### src/rtl/julia_iter_ctrl_if.sv
// rtl/julia_iter_ctrl_if.sv - pixel request, iteration-stage and result signals of julia_iter_ctrl
// master = surrounding pipeline (generator, JuliaCalc stage, colour mapper); slave = controller.
interface julia_iter_ctrl_if #(
    parameter int ITER_W = 8
) ();
    logic                in_valid;
    logic                in_ready;
    logic signed [31:0]  in_x;
    logic signed [31:0]  in_y;
    logic signed [31:0]  in_cr;
    logic signed [31:0]  in_ci;

    logic                calc_en;
    logic signed [31:0]  calc_x;
    logic signed [31:0]  calc_y;
    logic signed [31:0]  calc_cr;
    logic signed [31:0]  calc_ci;
    logic                calc_end;
    logic signed [31:0]  calc_wx;
    logic signed [31:0]  calc_wy;
    logic signed [31:0]  calc_res;

    logic                out_valid;
    logic                out_ready;
    logic [ITER_W-1:0]   out_iter;
    logic                out_escaped;

    modport master (
        output in_valid, in_x, in_y, in_cr, in_ci,
        input  in_ready,
        input  calc_en, calc_x, calc_y, calc_cr, calc_ci,
        output calc_end, calc_wx, calc_wy, calc_res,
        input  out_valid, out_iter, out_escaped,
        output out_ready
    );

    modport slave (
        input  in_valid, in_x, in_y, in_cr, in_ci,
        output in_ready,
        output calc_en, calc_x, calc_y, calc_cr, calc_ci,
        input  calc_end, calc_wx, calc_wy, calc_res,
        output out_valid, out_iter, out_escaped,
        input  out_ready
    );
endinterface

### src/rtl/julia_iter_ctrl.sv
// rtl/julia_iter_ctrl.sv - per-pixel Julia iteration controller (escape test, iteration count)
// Optional: JL_SKIP_OUTSIDE_EN skips pixels whose z0 lies outside |x|,|y| <= 2.0.
module julia_iter_ctrl #(
    parameter int SCALE     = 1000,
    parameter int MAX_ITER  = 255,
    parameter int ITER_W    = 8,
    parameter int ESC_LIMIT = 4000000
) (
    input  logic              clk,
    input  logic              rst,
    julia_iter_ctrl_if.slave  bus
);
    typedef enum logic [1:0] {S_IDLE, S_RUN, S_GAP, S_DONE} state_t;

`ifdef JL_SKIP_OUTSIDE_EN
    localparam bit SKIP_EN = 1'b1;
`else
    localparam bit SKIP_EN = 1'b0;
`endif

    localparam logic signed [31:0] W_LIMIT   = 32'(2 * SCALE);
    localparam logic signed [31:0] W_ESC     = 32'(ESC_LIMIT);
    localparam logic [ITER_W-1:0]  W_MAX_IT  = ITER_W'(MAX_ITER);

    state_t              r_state;
    state_t              w_state_nxt;
    logic [ITER_W-1:0]   r_iter;
    logic                r_escaped;
    logic                r_skip;
    logic signed [31:0]  r_x, r_y, r_cr, r_ci;

    logic                w_outside;
    logic                w_skip;
    logic [ITER_W-1:0]   w_iter_inc;
    logic                w_esc;
    logic                w_max;

    assign w_outside  = (bus.in_x > W_LIMIT) || (bus.in_x < -W_LIMIT) ||
                        (bus.in_y > W_LIMIT) || (bus.in_y < -W_LIMIT);
    assign w_skip     = SKIP_EN && w_outside;
    assign w_iter_inc = r_iter + 1'b1;
    // A negative sum of squares can only come from 32-bit wrap, i.e. far outside.
    assign w_esc      = (bus.calc_res > W_ESC) || (bus.calc_res < 0);
    assign w_max      = (w_iter_inc == W_MAX_IT);

    always_ff @(posedge clk) begin
        if (rst) r_state <= S_IDLE;
        else     r_state <= w_state_nxt;
    end

    always_comb begin
        w_state_nxt   = r_state;
        bus.in_ready  = 1'b0;
        bus.calc_en   = 1'b0;
        bus.out_valid = 1'b0;
        case (r_state)
            S_IDLE: begin
                bus.in_ready = 1'b1;
                if (bus.in_valid) w_state_nxt = S_RUN;
            end
            S_RUN: begin
                // A skipped pixel passes through RUN for one cycle without enabling the stage.
                bus.calc_en = !r_skip;
                if (r_skip)
                    w_state_nxt = S_DONE;
                else if (bus.calc_end)
                    w_state_nxt = (w_esc || w_max) ? S_DONE : S_GAP;
            end
            S_GAP: w_state_nxt = S_RUN;
            S_DONE: begin
                bus.out_valid = 1'b1;
                if (bus.out_ready) w_state_nxt = S_IDLE;
            end
            default: w_state_nxt = S_IDLE;
        endcase
    end

    always_ff @(posedge clk) begin
        if (rst) begin
            r_iter    <= '0;
            r_escaped <= 1'b0;
            r_skip    <= 1'b0;
            r_x       <= '0;
            r_y       <= '0;
            r_cr      <= '0;
            r_ci      <= '0;
        end else if (r_state == S_IDLE && bus.in_valid) begin
            r_iter    <= '0;
            r_escaped <= w_skip;
            r_skip    <= w_skip;
            r_x       <= bus.in_x;
            r_y       <= bus.in_y;
            r_cr      <= bus.in_cr;
            r_ci      <= bus.in_ci;
        end else if (r_state == S_RUN && !r_skip && bus.calc_end) begin
            r_iter    <= w_iter_inc;
            r_escaped <= w_esc;
            r_x       <= bus.calc_wx;
            r_y       <= bus.calc_wy;
        end
    end

    assign bus.calc_x      = r_x;
    assign bus.calc_y      = r_y;
    assign bus.calc_cr     = r_cr;
    assign bus.calc_ci     = r_ci;
    assign bus.out_iter    = r_iter;
    assign bus.out_escaped = r_escaped;
endmodule

### src/flat_wrapper.sv
// flat-port wrapper written by rule: the top's interface ports become plain ports
module julia_iter_ctrl_flat 
#(
    parameter int SCALE     = 1000,
    parameter int MAX_ITER  = 255,
    parameter int ITER_W    = 8,
    parameter int ESC_LIMIT = 4000000
)
  (clk, rst, bus_in_valid, bus_in_x, bus_in_y, bus_in_cr, bus_in_ci, bus_in_ready, bus_calc_en, bus_calc_x, bus_calc_y, bus_calc_cr, bus_calc_ci, bus_calc_end, bus_calc_wx, bus_calc_wy, bus_calc_res, bus_out_valid, bus_out_iter, bus_out_escaped, bus_out_ready);
  julia_iter_ctrl_if #(.ITER_W(ITER_W)) bus_i ();
  input  logic clk;
  input  logic rst;
  input wire logic [$bits(bus_i.in_valid)-1:0] bus_in_valid;
  input wire logic [$bits(bus_i.in_x)-1:0] bus_in_x;
  input wire logic [$bits(bus_i.in_y)-1:0] bus_in_y;
  input wire logic [$bits(bus_i.in_cr)-1:0] bus_in_cr;
  input wire logic [$bits(bus_i.in_ci)-1:0] bus_in_ci;
  output wire logic [$bits(bus_i.in_ready)-1:0] bus_in_ready;
  output wire logic [$bits(bus_i.calc_en)-1:0] bus_calc_en;
  output wire logic [$bits(bus_i.calc_x)-1:0] bus_calc_x;
  output wire logic [$bits(bus_i.calc_y)-1:0] bus_calc_y;
  output wire logic [$bits(bus_i.calc_cr)-1:0] bus_calc_cr;
  output wire logic [$bits(bus_i.calc_ci)-1:0] bus_calc_ci;
  input wire logic [$bits(bus_i.calc_end)-1:0] bus_calc_end;
  input wire logic [$bits(bus_i.calc_wx)-1:0] bus_calc_wx;
  input wire logic [$bits(bus_i.calc_wy)-1:0] bus_calc_wy;
  input wire logic [$bits(bus_i.calc_res)-1:0] bus_calc_res;
  output wire logic [$bits(bus_i.out_valid)-1:0] bus_out_valid;
  output wire logic [$bits(bus_i.out_iter)-1:0] bus_out_iter;
  output wire logic [$bits(bus_i.out_escaped)-1:0] bus_out_escaped;
  input wire logic [$bits(bus_i.out_ready)-1:0] bus_out_ready;
  assign bus_i.in_valid = bus_in_valid;
  assign bus_i.in_x = bus_in_x;
  assign bus_i.in_y = bus_in_y;
  assign bus_i.in_cr = bus_in_cr;
  assign bus_i.in_ci = bus_in_ci;
  assign bus_in_ready = bus_i.in_ready;
  assign bus_calc_en = bus_i.calc_en;
  assign bus_calc_x = bus_i.calc_x;
  assign bus_calc_y = bus_i.calc_y;
  assign bus_calc_cr = bus_i.calc_cr;
  assign bus_calc_ci = bus_i.calc_ci;
  assign bus_i.calc_end = bus_calc_end;
  assign bus_i.calc_wx = bus_calc_wx;
  assign bus_i.calc_wy = bus_calc_wy;
  assign bus_i.calc_res = bus_calc_res;
  assign bus_out_valid = bus_i.out_valid;
  assign bus_out_iter = bus_i.out_iter;
  assign bus_out_escaped = bus_i.out_escaped;
  assign bus_i.out_ready = bus_out_ready;
  julia_iter_ctrl #(.SCALE(SCALE), .MAX_ITER(MAX_ITER), .ITER_W(ITER_W), .ESC_LIMIT(ESC_LIMIT)) u_core (.clk(clk), .rst(rst), .bus(bus_i));
endmodule
### config.mk
export PLATFORM = sky130hd
export DESIGN_NAME = julia_iter_ctrl_flat
export DESIGN_NICKNAME = d
export VERILOG_FILES = /design/src/rtl/julia_iter_ctrl_if.sv /design/src/rtl/julia_iter_ctrl.sv /design/src/flat_wrapper.sv
export SDC_FILE = /design/constraint.sdc
export NUM_CORES = 1
export LEC_CHECK = 0
export ABC_CLOCK_PERIOD_IN_PS = 3300
export CAP_MARGIN = 40
export CORE_MARGIN = 4
export CORE_UTILIZATION = 30
export CTS_CLUSTER_DIAMETER = 30
export DETAILED_ROUTE_END_ITERATION = 16
export PLACE_DENSITY_LB_ADDON = 0.12
export SLEW_MARGIN = 20
export SYNTH_ARGS = -nofsm -noshare
export SYNTH_HDL_FRONTEND = slang
export SYNTH_SLANG_ARGS = --single-unit
### constraint.sdc
create_clock -name clk -period 3.3 [get_ports clk]
set_input_delay 0.99 -clock clk [delete_from_list [all_inputs] [get_ports clk]]
set_output_delay 0.99 -clock clk [all_outputs]
set_load 0.02 [all_outputs]
* Word level (Yosys, flattened, before mapping)
Cells that the tools add are included.
** Word-level totals
- Register bits after elaboration :: 139
- Input bits :: 229
- Word-level logic and storage cells :: 37
** Operators by class
- $add $sub $neg :: 1
- $lt $le $gt $ge :: 2
- Equality and inequality tests :: 7
- Muxes and demuxes :: 12
- Reduce and logical (&&, ||, !) cells :: 8
** Operators with widths (count)
- 2-to-1 mux 32 bit :: 4
- > comparator 32 x 23 -> 1 bit (second input constant) :: 1
- less-than comparator 32 x 1 -> 1 bit (second input constant) :: 1
- adder 8 x 1 -> 8 bit (second input constant) :: 1
- == test 8 bit (second input constant) :: 1
- case mux 2 bit (4 select lines) :: 1
- 2-to-1 mux 2 bit :: 3
- != test 2 bit (second input constant) :: 3
- == test 2 bit (second input constant) :: 2
- 2-to-1 mux 1 bit :: 4
- AND reduction 3 bit :: 1
- == test 2 x 1 -> 1 bit (second input constant) :: 1
- logical AND 1 bit :: 2
- logical NOT 2 bit :: 1
- logical OR 1 bit :: 2
- nonzero test 2 bit :: 1
- OR reduction 2 bit :: 1

* Depth between registers and ports, before layout
Gate-level depths: netlist of run 1.
- Depth in word-level cells :: 6
- Gate-level depth with buffers :: 6
- Depth with buffers taken out :: 6

* Least setup slack after synthesis of run 1
No wires, ideal clock.
- Kind :: input port to flip-flop
- Start :: input rst
- End :: register u_core.r_ci[21] (netlist: u_core.bus.calc_ci[21])
- Library setup time :: 132 ps
- Arrival :: 1768 ps
- Slack :: 1400 ps
- Cell stages on the path :: 4
- Cells stage by stage :: clkbuf_1 clkbuf_1 clkbuf_1 a21oi_1
** RTL lines
- start: declaration :: line flat_wrapper.sv:12 : input logic rst;
- end signal: assignment :: line julia_iter_ctrl.sv:94 : r_ci <= bus.in_ci;
- end: declaration :: line julia_iter_ctrl.sv:30 : logic signed [31:0] r_x, r_y, r_cr, r_ci;
No word-level cell between the ends.

* Worst setup path after layout of run 1
- Start :: register u_core.r_state[0]
- End :: output bus_calc_en
** On the way
- Word-level cells in the longest chain between the ends :: 2
** RTL lines
- start: declaration :: line julia_iter_ctrl.sv:25 : state_t r_state;
- start signal: assignment :: line julia_iter_ctrl.sv:48 : else r_state <= w_state_nxt;
- == test 2 x 1 -> 1 bit :: line julia_iter_ctrl.sv:56 : case (r_state)
- 2-to-1 mux 1 bit :: line julia_iter_ctrl.sv:56
- end: declaration :: line flat_wrapper.sv:19 : output wire logic [$bits(bus_i.calc_en)-1:0] bus_calc_en;
Every way passes these cells.

==> results of run 1 <==
cell usage in the layout, fill, tap and decap left out, types with 3 or more instances in the layout:
| master | Yosys | layout |
|---|---|---|
| nand3_1 | 6 | 6 |
| a311oi_1 | 64 | 64 |
| clkdlybuf4s50_1 | 0 | 367 |
| nor4_1 | 4 | 4 |
| dfxtp_1 | 139 | 139 |
| xor2_1 | 7 | 7 |
| and2_1 | 4 | 3 |
| buf_12 | 0 | 5 |
| nor2_1 | 76 | 76 |
| nand4_1 | 4 | 4 |
| and3_1 | 3 | 3 |
| clkbuf_16 | 0 | 17 |
| clkinv_4 | 0 | 4 |
| buf_4 | 0 | 9 |
| a21oi_1 | 65 | 65 |
| nand2_1 | 262 | 261 |
| bufinv_16 | 0 | 4 |
| a211oi_1 | 5 | 5 |
kinds of logic after synthesis:
kind of cell,after synthesis
compound gates,138
xor+xnor,7
buf+inv,62
flops,139
fa+ha+maj,2
simple gates,371
registers in the layout, indices dropped and copies added (netlist names):
| name | cells |
|---|---|
| u_core.bus.calc_y | 32 |
| u_core.bus.calc_cr | 32 |
| u_core.bus.calc_x | 32 |
| u_core.bus.out_iter | 8 |
| u_core.bus.out_escaped | 1 |
| u_core.bus.calc_ci | 32 |
| u_core.r_state | 2 |
power breakdown:
| group | total (uW) | switching [uW] | leakage, uW | internal, uW |
|---|---|---|---|---|
| combinational | 1600 | 818 | 0.00222 | 783 |
| clock | 2040 | 755 | 0.000303 | 1290 |
| sequential | 2000 | 111 | 0.00114 | 1880 |
per-stage QoR:
stage | instance area (um2) | cells | hold slack (ns) | util [%] | power, uW
2_1_floorplan | 5630 | 719 | 0.498 | - | 2800
3_3_place_gp | 9460 | 1269 | 0.441 | 51.9 | 3640
3_5_place_dp | 9460 | 1269 | 0.446 | 51.9 | 3650
4_1_cts | 10100 | 1300 | 0.454 | 55.4 | 5710
5_1_grt | 10100 | 1300 | 0.470 | 55.4 | 5910
6_report | 10100 | 1300 | 0.452 | 55.4 | 5640
cell type report:
type | instances | area [um2] | area share [%]
Timing Repair Buffer | 381 | 3840 | 38.1
Sequential cell | 139 | 2780 | 27.6
Multi-Input combinational cell | 518 | 2540 | 25.2
Clock buffer | 18 | 439 | 4.35
Tap cell | 229 | 287 | 2.84
Clock inverter | 13 | 193 | 1.91
Inverter | 2 | 7.51 | 0.0744
routing by layer:
metal | wire length, um | part of all wire [%]
met3 | 1710 | 7.9
met2 | 10400 | 48
met1 | 8740 | 40
met5 | 7 | 0.032
met4 | 766 | 3.5
critical path: stages (launching register included):
cell and delay, ns:
dfxtp_1 0.46, nor2b_2 0.29, clkdlybuf4s50_1 0.66
worst min path at each step:
stage | start | end | slack, ns | cells past startpoint
3_3_place_gp | u_core.bus.calc_ci[22] | u_core.bus.calc_ci[22] | 0.44 | 2
3_5_place_dp | u_core.bus.calc_ci[29] | u_core.bus.calc_ci[29] | 0.45 | 2
2_1_floorplan | u_core.r_state[0] | u_core.r_state[1] | 0.50 | 2
4_1_cts | u_core.bus.calc_ci[29] | u_core.bus.calc_ci[29] | 0.45 | 2
5_1_grt | u_core.bus.calc_ci[14] | u_core.bus.calc_ci[14] | 0.47 | 2
6_report | u_core.bus.calc_ci[25] | u_core.bus.calc_ci[25] | 0.45 | 2
==> results.cfg, run 1 <==
[cts]
clock-root-buffer = clkbuf_16
clock_path_buffers = 2
cts_max_level = 4
cts_sinks = 139
clk_latency_ns = 0.41
clk_pin_slew_worst_paths_ns = 0.06
ctsResizeCount = 0
ctsHoldBuffers = 0
post_cts_buffers = 0
cts_tree = built
cts_buffers = 17

[cells_and_area]
n_antenna_cell = 0
drive_gt1_share_pct = 4.76
fillCellCount = 1718
area_growth_pct = 79.1
final_nets = 1290

[global_routing]
groute.usage.overall_pct = 19.7
top_usage_layer = met2
grt_antenna_before_repair = 1
grt_pass1_wl_mm = 33.3
grt_overflow = 0
grtUsageMet1_pct = 22.8
grt_use_met2_pct = 33.2
grt_max_degree = 76
grt_pass1_vias = 5999
grt_use_met3_pct = 6.55

[logic_synthesis]
yosysMostFrequentCell = nand2_1
synthDistinctLibCells = 30
synth_common_cells = 262 x nand2_1, 139 x dfxtp_1, 76 x nor2_1, 65 x a21oi_1, 64 x a311oi_1
synth_nets = 950
yosysSeqAreaShare_pct = 49.4
synthXorXnorAreaFrac_pct = 1.09
synthMuxAreaShare_pct = 0
synth_top_area_share_pct = 49.4
mappedNetlistArea_mm2 = 0.00563
synth_area_leaders = dfxtp_1 49%, nand2_1 17%, a311oi_1 10%, a21oi_1 5.8%, nor2_1 5.1%
async_reset_ff_share_pct = 0
synthFlopType = dfxtp_1
synth_edf_count = 0
syn_avg_cell_area_um2 = 7.83
synth_compound_area_share_pct = 16.9
synth-warning-count = 0
yosysTopAreaCell = dfxtp_1
synthCells = 719
synthSimpleGateAreaFrac_pct = 26.3
ys_ff_latch = 139
synth_top_family_by_area = simple AND/OR/NAND/NOR gates
synthAdderAreaFrac_pct = 0.444

[critical_path]
worstRegToRegCells = 5
crit_start = u_core.r_state[0]
required_ns = 2.31
critPathKind = flop to output pin
reg2reg_from = u_core.r_state[1]
endpoint_kind = output pin
worstReg2RegEnd = u_core.bus.calc_x[13]
cp.arrival_ns = 1.82
cp-endpoint = bus_calc_en
cp-start-kind = flop
r2r_slack_ns = 1.54
path_max_fanout = 8

[run]
maxCapViolCount = 0

[outcome]
status = completed

[drt]
drt-wirelength-per-cell_um = 16.7
drt_iter0_drc = 275
route.detailed.drc = 0
ant_nets = 0
first_pass_iters = 4
post_drt_via_cell_ratio = 4.75
vias = 6175
wl_mm = 21.7

[floorplan]
io-pin-count = 369
core_area_mm2 = 0.0182
rows = 49
die_area_mm2 = 0.0210
die_w_um = 145
initial_core_util_pct = 30.9
die_h_um = 145

[power_and_ir_drop]
p_per_area_mw_per_mm2 = 559
max-vdd-ir-drop_mv = 0.336
power.leakage_uw = 0.00367

[timing]
fin_tns_setup_ns = 0
fin_ws_ns = 0.491
skew_ns = 0.00626
setup_viol = 0
rsz0062_at_grt = false
drv_slew = 0
fmax_mhz = 356
fin_crit_ns = 2.81
fin_crit_sh_pct = 85.1
worst-slew-pin-transition_ns = 0.648
max_slew_margin_pct = 56.8
hold_violations = 0

[placed_design]
globalplace.congestion = 0.772
dpl_worst_slack_ns = 0.645
dp_hpwl_mm = 15.5
place.port_buffers = 368

[min_path]
worstHoldPathType = flop to flop
Power figures use the tool's default switching activity.
==> run 2: changes to the inputs <==
--- a/config.mk
+++ b/config.mk
@@ -6,7 +6,6 @@
 export NUM_CORES = 1
 export LEC_CHECK = 0
 export ABC_CLOCK_PERIOD_IN_PS = 3300
-export CAP_MARGIN = 40
 export CORE_MARGIN = 4
 export CORE_UTILIZATION = 30
 export CTS_CLUSTER_DIAMETER = 30
==> results of run 2 <==
Final layout, timing and power as in run 1 (identical DEF).
